==> src/rtl/nco_core.sv <==
// Numerically controlled oscillator: phase accumulator feeding a 16-stage
// pipelined CORDIC that produces quadrature sine/cosine samples.
module nco_core #(
  parameter int ACC_W = 32,
  parameter int PH_W  = 16,
  parameter int OUT_W = 14
) (
  input  logic             clk,
  input  logic             reset_n,
  input  logic             clken,
  input  logic [ACC_W-1:0] phi_inc_i,
  input  logic [ACC_W-1:0] freq_mod_i,
  input  logic [PH_W-1:0]  phase_mod_i,
  output logic [OUT_W-1:0] fsin_o,
  output logic [OUT_W-1:0] fcos_o,
  output logic             out_valid
);

  localparam int NST = 16;
  localparam int LAT = NST + 2;
  localparam int GB  = 4;
  localparam int XW  = OUT_W + GB + 2;
  localparam int ZW  = 26;
  localparam int ZSH = 24 - PH_W;
  localparam int AMP = 2 ** (OUT_W - 1) - 1;
  // Start vector pre-scaled by the inverse CORDIC gain so the result lands on AMP.
  localparam int X0  = $rtoi(real'(AMP) * real'(2 ** GB) * 0.6072529350088813 + 0.5);

  localparam logic signed [XW-1:0] POS_LIM = XW'(AMP);
  localparam logic signed [XW-1:0] NEG_LIM = XW'(-AMP);
  localparam logic signed [XW-1:0] RND     = XW'(2 ** (GB - 1));

  // atan(2^-i) with a full circle equal to 2^24
  function automatic logic signed [ZW-1:0] atan_lut(input int i);
    logic signed [ZW-1:0] r;
    case (i)
      0:       r = ZW'(2097152);
      1:       r = ZW'(1238021);
      2:       r = ZW'(654136);
      3:       r = ZW'(332050);
      4:       r = ZW'(166669);
      5:       r = ZW'(83416);
      6:       r = ZW'(41718);
      7:       r = ZW'(20860);
      8:       r = ZW'(10430);
      9:       r = ZW'(5215);
      10:      r = ZW'(2608);
      11:      r = ZW'(1304);
      12:      r = ZW'(652);
      13:      r = ZW'(326);
      14:      r = ZW'(163);
      15:      r = ZW'(81);
      default: r = '0;
    endcase
    return r;
  endfunction

  function automatic logic [OUT_W-1:0] round_sat(input logic signed [XW-1:0] v,
                                                 input logic flip);
    logic signed [XW-1:0] f;
    logic signed [XW-1:0] r;
    f = flip ? -v : v;
    r = (f + RND) >>> GB;
    if (r > POS_LIM)
      return POS_LIM[OUT_W-1:0];
    else if (r < NEG_LIM)
      return NEG_LIM[OUT_W-1:0];
    else
      return r[OUT_W-1:0];
  endfunction

  logic [ACC_W-1:0]     acc_reg;
  logic [PH_W-1:0]      theta;
  logic [PH_W-1:0]      theta_fold;
  logic                 quad_neg;
  logic signed [ZW-1:0] z_first;
  logic signed [XW-1:0] x_reg [0:NST];
  logic signed [XW-1:0] y_reg [0:NST];
  logic signed [ZW-1:0] z_reg [0:NST];
  logic [NST:0]         neg_reg;
  logic [LAT-1:0]       valid_reg;
  logic [OUT_W-1:0]     sin_next;
  logic [OUT_W-1:0]     cos_next;

  // Angles outside +/-pi/2 are rotated by pi; the result is negated at the end.
  always_comb begin
    theta      = acc_reg[ACC_W-1 -: PH_W] + phase_mod_i;
    quad_neg   = theta[PH_W-1] ^ theta[PH_W-2];
    theta_fold = theta ^ {quad_neg, {(PH_W-1){1'b0}}};
    z_first    = {{(ZW-PH_W){theta_fold[PH_W-1]}}, theta_fold} << ZSH;
    sin_next   = round_sat(y_reg[NST], neg_reg[NST]);
    cos_next   = round_sat(x_reg[NST], neg_reg[NST]);
  end

  always_ff @(posedge clk) begin
    if (!reset_n) begin
      acc_reg <= '0;
      for (int i = 0; i <= NST; i++) begin
        x_reg[i] <= '0;
        y_reg[i] <= '0;
        z_reg[i] <= '0;
      end
      neg_reg   <= '0;
      valid_reg <= '0;
      fsin_o    <= '0;
      fcos_o    <= '0;
    end else if (clken) begin
      acc_reg    <= acc_reg + phi_inc_i + freq_mod_i;
      x_reg[0]   <= XW'(X0);
      y_reg[0]   <= '0;
      z_reg[0]   <= z_first;
      neg_reg[0] <= quad_neg;
      for (int i = 0; i < NST; i++) begin
        if (z_reg[i][ZW-1]) begin
          x_reg[i+1] <= x_reg[i] + (y_reg[i] >>> i);
          y_reg[i+1] <= y_reg[i] - (x_reg[i] >>> i);
          z_reg[i+1] <= z_reg[i] + atan_lut(i);
        end else begin
          x_reg[i+1] <= x_reg[i] - (y_reg[i] >>> i);
          y_reg[i+1] <= y_reg[i] + (x_reg[i] >>> i);
          z_reg[i+1] <= z_reg[i] - atan_lut(i);
        end
        neg_reg[i+1] <= neg_reg[i];
      end
      fsin_o    <= sin_next;
      fcos_o    <= cos_next;
      valid_reg <= {valid_reg[LAT-2:0], 1'b1};
    end
  end

  assign out_valid = valid_reg[LAT-1];

endmodule

==> config.mk <==
export PLATFORM = sky130hd
export DESIGN_NAME = nco_core
export DESIGN_NICKNAME = d
export VERILOG_FILES = /design/src/rtl/nco_core.sv
export SDC_FILE = /design/constraint.sdc
export NUM_CORES = 2
export LEC_CHECK = 0
export ABC_CLOCK_PERIOD_IN_PS = 11000
export CAP_MARGIN = 30
export CORE_ASPECT_RATIO = 0.7
export CORE_UTILIZATION = 60
export DETAILED_ROUTE_END_ITERATION = 10
export GPL_TIMING_DRIVEN = 0
export PLACE_DENSITY = 0.81
export SYNTH_ARGS = -nofsm -noshare
export SYNTH_HDL_FRONTEND = slang
export SYNTH_SLANG_ARGS = --single-unit
==> constraint.sdc <==
create_clock -name clk -period 11 [get_ports clk]
set_input_delay 2.2 -clock clk [delete_from_list [all_inputs] [get_ports clk]]
set_output_delay 2.2 -clock clk [all_outputs]
set_load 0.05 [all_outputs]
== After elaboration in Yosys (flattened, before gate mapping) ==
Memories as Yosys holds them, arrays and structs flattened.
Index checks and enable logic that the tools add are counted.
Widths: inputs -> output; s select.
Storage, ports and cells
  flip-flop bits (word level): 95
  bits in writable memories: 1122
  bits of input ports: 83
  output and inout port bits: 29
  word-level logic and storage cells: 548
  memories: 3
Operators by class
  add/sub/neg operators: 102
  order comparisons: 4
  muxes and demuxes: 333
  bitwise operators: 101
Memory list
  z_reg: words 17, bits a word 26, rd ports 16, clocked after Yosys merged registers in 0, write ports 17, line 79  | logic signed [ZW-1:0] z_reg [0:NST];
  x_reg: words 17, bits a word 20, rd ports 17, clocked after Yosys merged registers in 0, write ports 17, line 77  | logic signed [XW-1:0] x_reg [0:NST];
  y_reg: words 17, bits a word 20, rd ports 17, clocked after Yosys merged registers in 0, write ports 17, line 78  | logic signed [XW-1:0] y_reg [0:NST];
Operator list (count)
  $mux 26: 129
  $mux 20: 68
  $add 26x26->26: 16
  $sub 26x26->26: 16
  $mux 1: 132
  $or 1x1->1: 99
  $add 32x32->32: 2
  $mux 14: 4
  $add 20x10->20: 2
  $add 20x11->20: 2
  $add 20x12->20: 2
  $add 20x13->20: 2
  $add 20x14->20: 2
  $add 20x15->20: 2
  $add 20x16->20: 2
  $add 20x17->20: 2
  $add 20x18->20: 2
  $add 20x19->20: 2
  $add 20x5->20: 2
  $add 20x5->20 const B: 2
  $add 20x6->20: 2
  $add 20x7->20: 2
  $add 20x8->20: 2
  $add 20x9->20: 2
  other kinds (23): 42

== Depth between registers and ports, before layout ==
An unclocked memory read counts as a cell.
  depth after elaboration: 7
  gate-level depth with buffers: 20
  mapped depth without buffers: 17

== Worst setup path after synthesis ==
OpenSTA, ideal clock, no wires.
  path type: input-to-reg
  start: in clken
  end: mem x_reg[6][19] in the netlist's numbering, data pin
  library setup time: 268 ps
  data arrival time: 6615 ps
  data required time: 10732 ps
  slack: 4117 ps
  cell stages on the path: 18
  buffers on the path: 4
  cell sequence: clkbuf_1 nand2_1 clkbuf_1 or2_2 inv_1 clkbuf_1 buf_1 mux2i_1 ha_1 nor2b_1 o2111a_1 or3_1 a31o_2 a41oi_1 a2111oi_0 o41a_1 nor3_1 nor3b_1
RTL lines
  start: declaration: line 10  | input logic clken,
  end: declaration: line 77

==> metrics.txt <==
unique cell type count in the Yosys netlist 100; clk sink count 1053; CTS root buf clkbuf_16; I/O pin cnt 112; Top delay family on crit path buffers and inverters; die width 458 um; Cell Area, Synth 87500 sq um; status finished clean; startpoint types primary input; Slew @ Worst Pin 1.09 ns; Hold WC Path Type reg2reg; flop2flop setup slack 4.81 ns; Filler cells 11293; worst-path cell chain clkbuf_1, nand2_1, clkbuf_1, buf_8, or2_2, buf_1, inv_1, clkbuf_1, buf_1, buf_8, mux2i_1, ha_1, nor2b_1, o2111ai_1, nand3_1, nor4b_1, o21ai_0, a211o_1, nand3_1, nand3_1, nor3b_1; Mapped Avg Cell Area 9.24 sq um; synthesis-stage register bit count 1053; largest net degree at the start of global routing 50; max reg flops 368; drt pass-1 iters 6; final setup margin 2.80 ns; die height 322 um; Final ANT Viol Nets 0; Iteration-0 DRC Markers 9270; Warnings, synthesis 0; number of post-CTS setup repair buffers 0; Initial Utilization 0.608; leakage power 41.1 nW; total congestion overflow 0; minimum clock period 8.20 ns; cell row count 116; Max Slew Vio Count 0; Post-synth ARST share 0; critical setup path kind in2reg; commonest non-fill, non-tap cell in the layout nor2_1; ys flop type edfxtp_1; EDFF count, synth 958; vias in the first global route 70348; Final Hold Fails 0; fraction of final layout cells sized beyond drive strength 1 0.0453; clock-pin slew on the worst setup and hold paths 0.06 ns; Setup violations, final 0; register area share after synthesis 0.350; crit end category register; fin crit share 0.745; Resized cells post-CTS 0; clk_skew 0.0270 ns; CTS tree yes; Fin Setup TNS 0 ns; worst rel slew slack 0.272; drt drc 0; DR WL/cell 23.0 um; Post-Place Worst Slack 2.19 ns; Post-layout nets 10897; initial antenna violation count 18; CTS Hold Bufs 0; Total GRT Usage 0.358; Buffers on Ports 110; RSZ-0062 raised after global routing false; Area growth, synth to finish 9.74%; DP HPWL 212000 um; Num CTS Buffers 110; die area 147000 sq um; Max-cap violations 0; Mapped Cells 9468; Critical Path AT 8.75 ns; Peak VDD IR 0.159 mV; largest stage delay on the critical path 0.64 ns; H-Tree Depth 3; Pwr Total 25.9 mW; Worst Path Max Fanout 17; first-pass GRT wire length 409000 um; Routed WL 271000 um; Vias 76324; Max Fclk 122 MHz; post-detailed-route via-to-cell ratio 6.46; RD Place Congestion 0.977; core footprint 144000 sq um; Buf/Inv on CP 8; CP required 11.55 ns; Skew-Pair Late Insertion Delay 0.76 ns; slowest CP cell clkbuf_1; Pwr Density 270 nW/um^2; Mapped Nets 10608; commonest cells after routing, fill and taps aside 1234 x nor2_1, 980 x ha_1, 958 x edfxtp_1; CTS max path bufs 3
-- cell usage after synthesis (32+ instances only) --
cell / count / area share
xor2_1: 389 / 0.039
o21bai_1: 115 / 0.0099
or3_1: 115 / 0.0082
nor2b_1: 92 / 0.0066
o31ai_1: 72 / 0.0062
a21o_1: 246 / 0.021
nand3_1: 206 / 0.012
nor4b_1: 41 / 0.0041
o21a_1: 95 / 0.0082
and2_1: 63 / 0.0045
nor2_1: 1234 / 0.053
buf_1: 32 / 0.0014
nand2b_1: 126 / 0.0090
a211oi_1: 116 / 0.010
nand2_1: 535 / 0.023
edfxtp_1: 958 / 0.33
inv_1: 388 / 0.017
clkbuf_1: 224 / 0.0096
a31oi_1: 112 / 0.0080
a21oi_1: 702 / 0.040
o41ai_1: 40 / 0.0040
nor4_1: 45 / 0.0032
or2_2: 71 / 0.0051
o211ai_1: 64 / 0.0055
dfxtp_1: 95 / 0.022
and3_1: 187 / 0.013
xnor2_1: 556 / 0.056
nand4_1: 53 / 0.0038
nand3b_1: 37 / 0.0032
nor3b_1: 74 / 0.0063
nor3_1: 317 / 0.018
o21ai_0: 459 / 0.026
ha_1: 980 / 0.14
fa_1: 77 / 0.018
mux2i_1: 122 / 0.014
-- layout make-up --
class                      instances  area (sq um)  share of cell area
clock inverter                    77           916             0.00954
tap                             1947          2440              0.0254
inverter                         398          1490              0.0156
antenna                           19          47.5            0.000495
clock buffer                     132          2910              0.0303
multi-input combinational       7747         54300               0.565
buffer                           270          1090              0.0113
sequential                      1053         30700               0.319
timing repair buffer             177          2180              0.0227
-- tightest hold or removal path, cell delays in order, from the launching register on --
cell and delay, ns:
dfxtp_1 0.33, nor2_1 0.04, nor2_1 0.07
-- routing by layer --
| layer | track usage | wire (um) |
|---|---|---|
| met5 | 0 | 100 |
| met4 | 0.111 | 8810 |
| met3 | 0.0902 | 33100 |
| met2 | 0.513 | 111000 |
| met1 | 0.525 | 118000 |
-- worst paths after layout --
kind,cells after the start,to,start
max,21,x_reg[8][19]$_SDFFCE_PN0P_,clken
min,2,valid_reg[0]$_SDFFE_PN0P_,valid_reg[0]$_SDFFE_PN0P_
max reg2reg,17,fcos_o[9]$_SDFFE_PN0P_,neg_reg[16]$_SDFFE_PN0P_
min reg2reg,2,valid_reg[0]$_SDFFE_PN0P_,valid_reg[0]$_SDFFE_PN0P_
-- cell families after synthesis --
family / Yosys count / share of synthesized area
mux: 133 / 0.0154
fa+ha+maj: 1057 / 0.158
xor+xnor: 946 / 0.0948
buf+inv: 668 / 0.0291
flops: 1053 / 0.350
compound gates: 2349 / 0.173
simple gates: 3262 / 0.180
-- report_power, final --
part,total (mW),internal (mW),switching [mW],leakage (nW)
Combinational,15.3,6.28,9.04,27.9
Clock,4.05,2.30,1.75,1.82
Sequential,6.56,5.58,0.975,11.3
Total,25.9,14.2,11.8,41.1
-- through the flow --
step | instance area [sq um] | hold WS (ns) | utilization | instances
floorplan | 87500 | 0.434 | - | 9468
global route | 96000 | 0.510 | 0.667 | 11801
CTS | 95900 | 0.474 | 0.667 | 11796
finish | 96000 | 0.475 | 0.668 | 11820
detailed placement | 92100 | 0.456 | 0.640 | 11587
global placement | 91000 | 0.446 | 0.633 | 11525
Power figures use the tool's default switching activity.
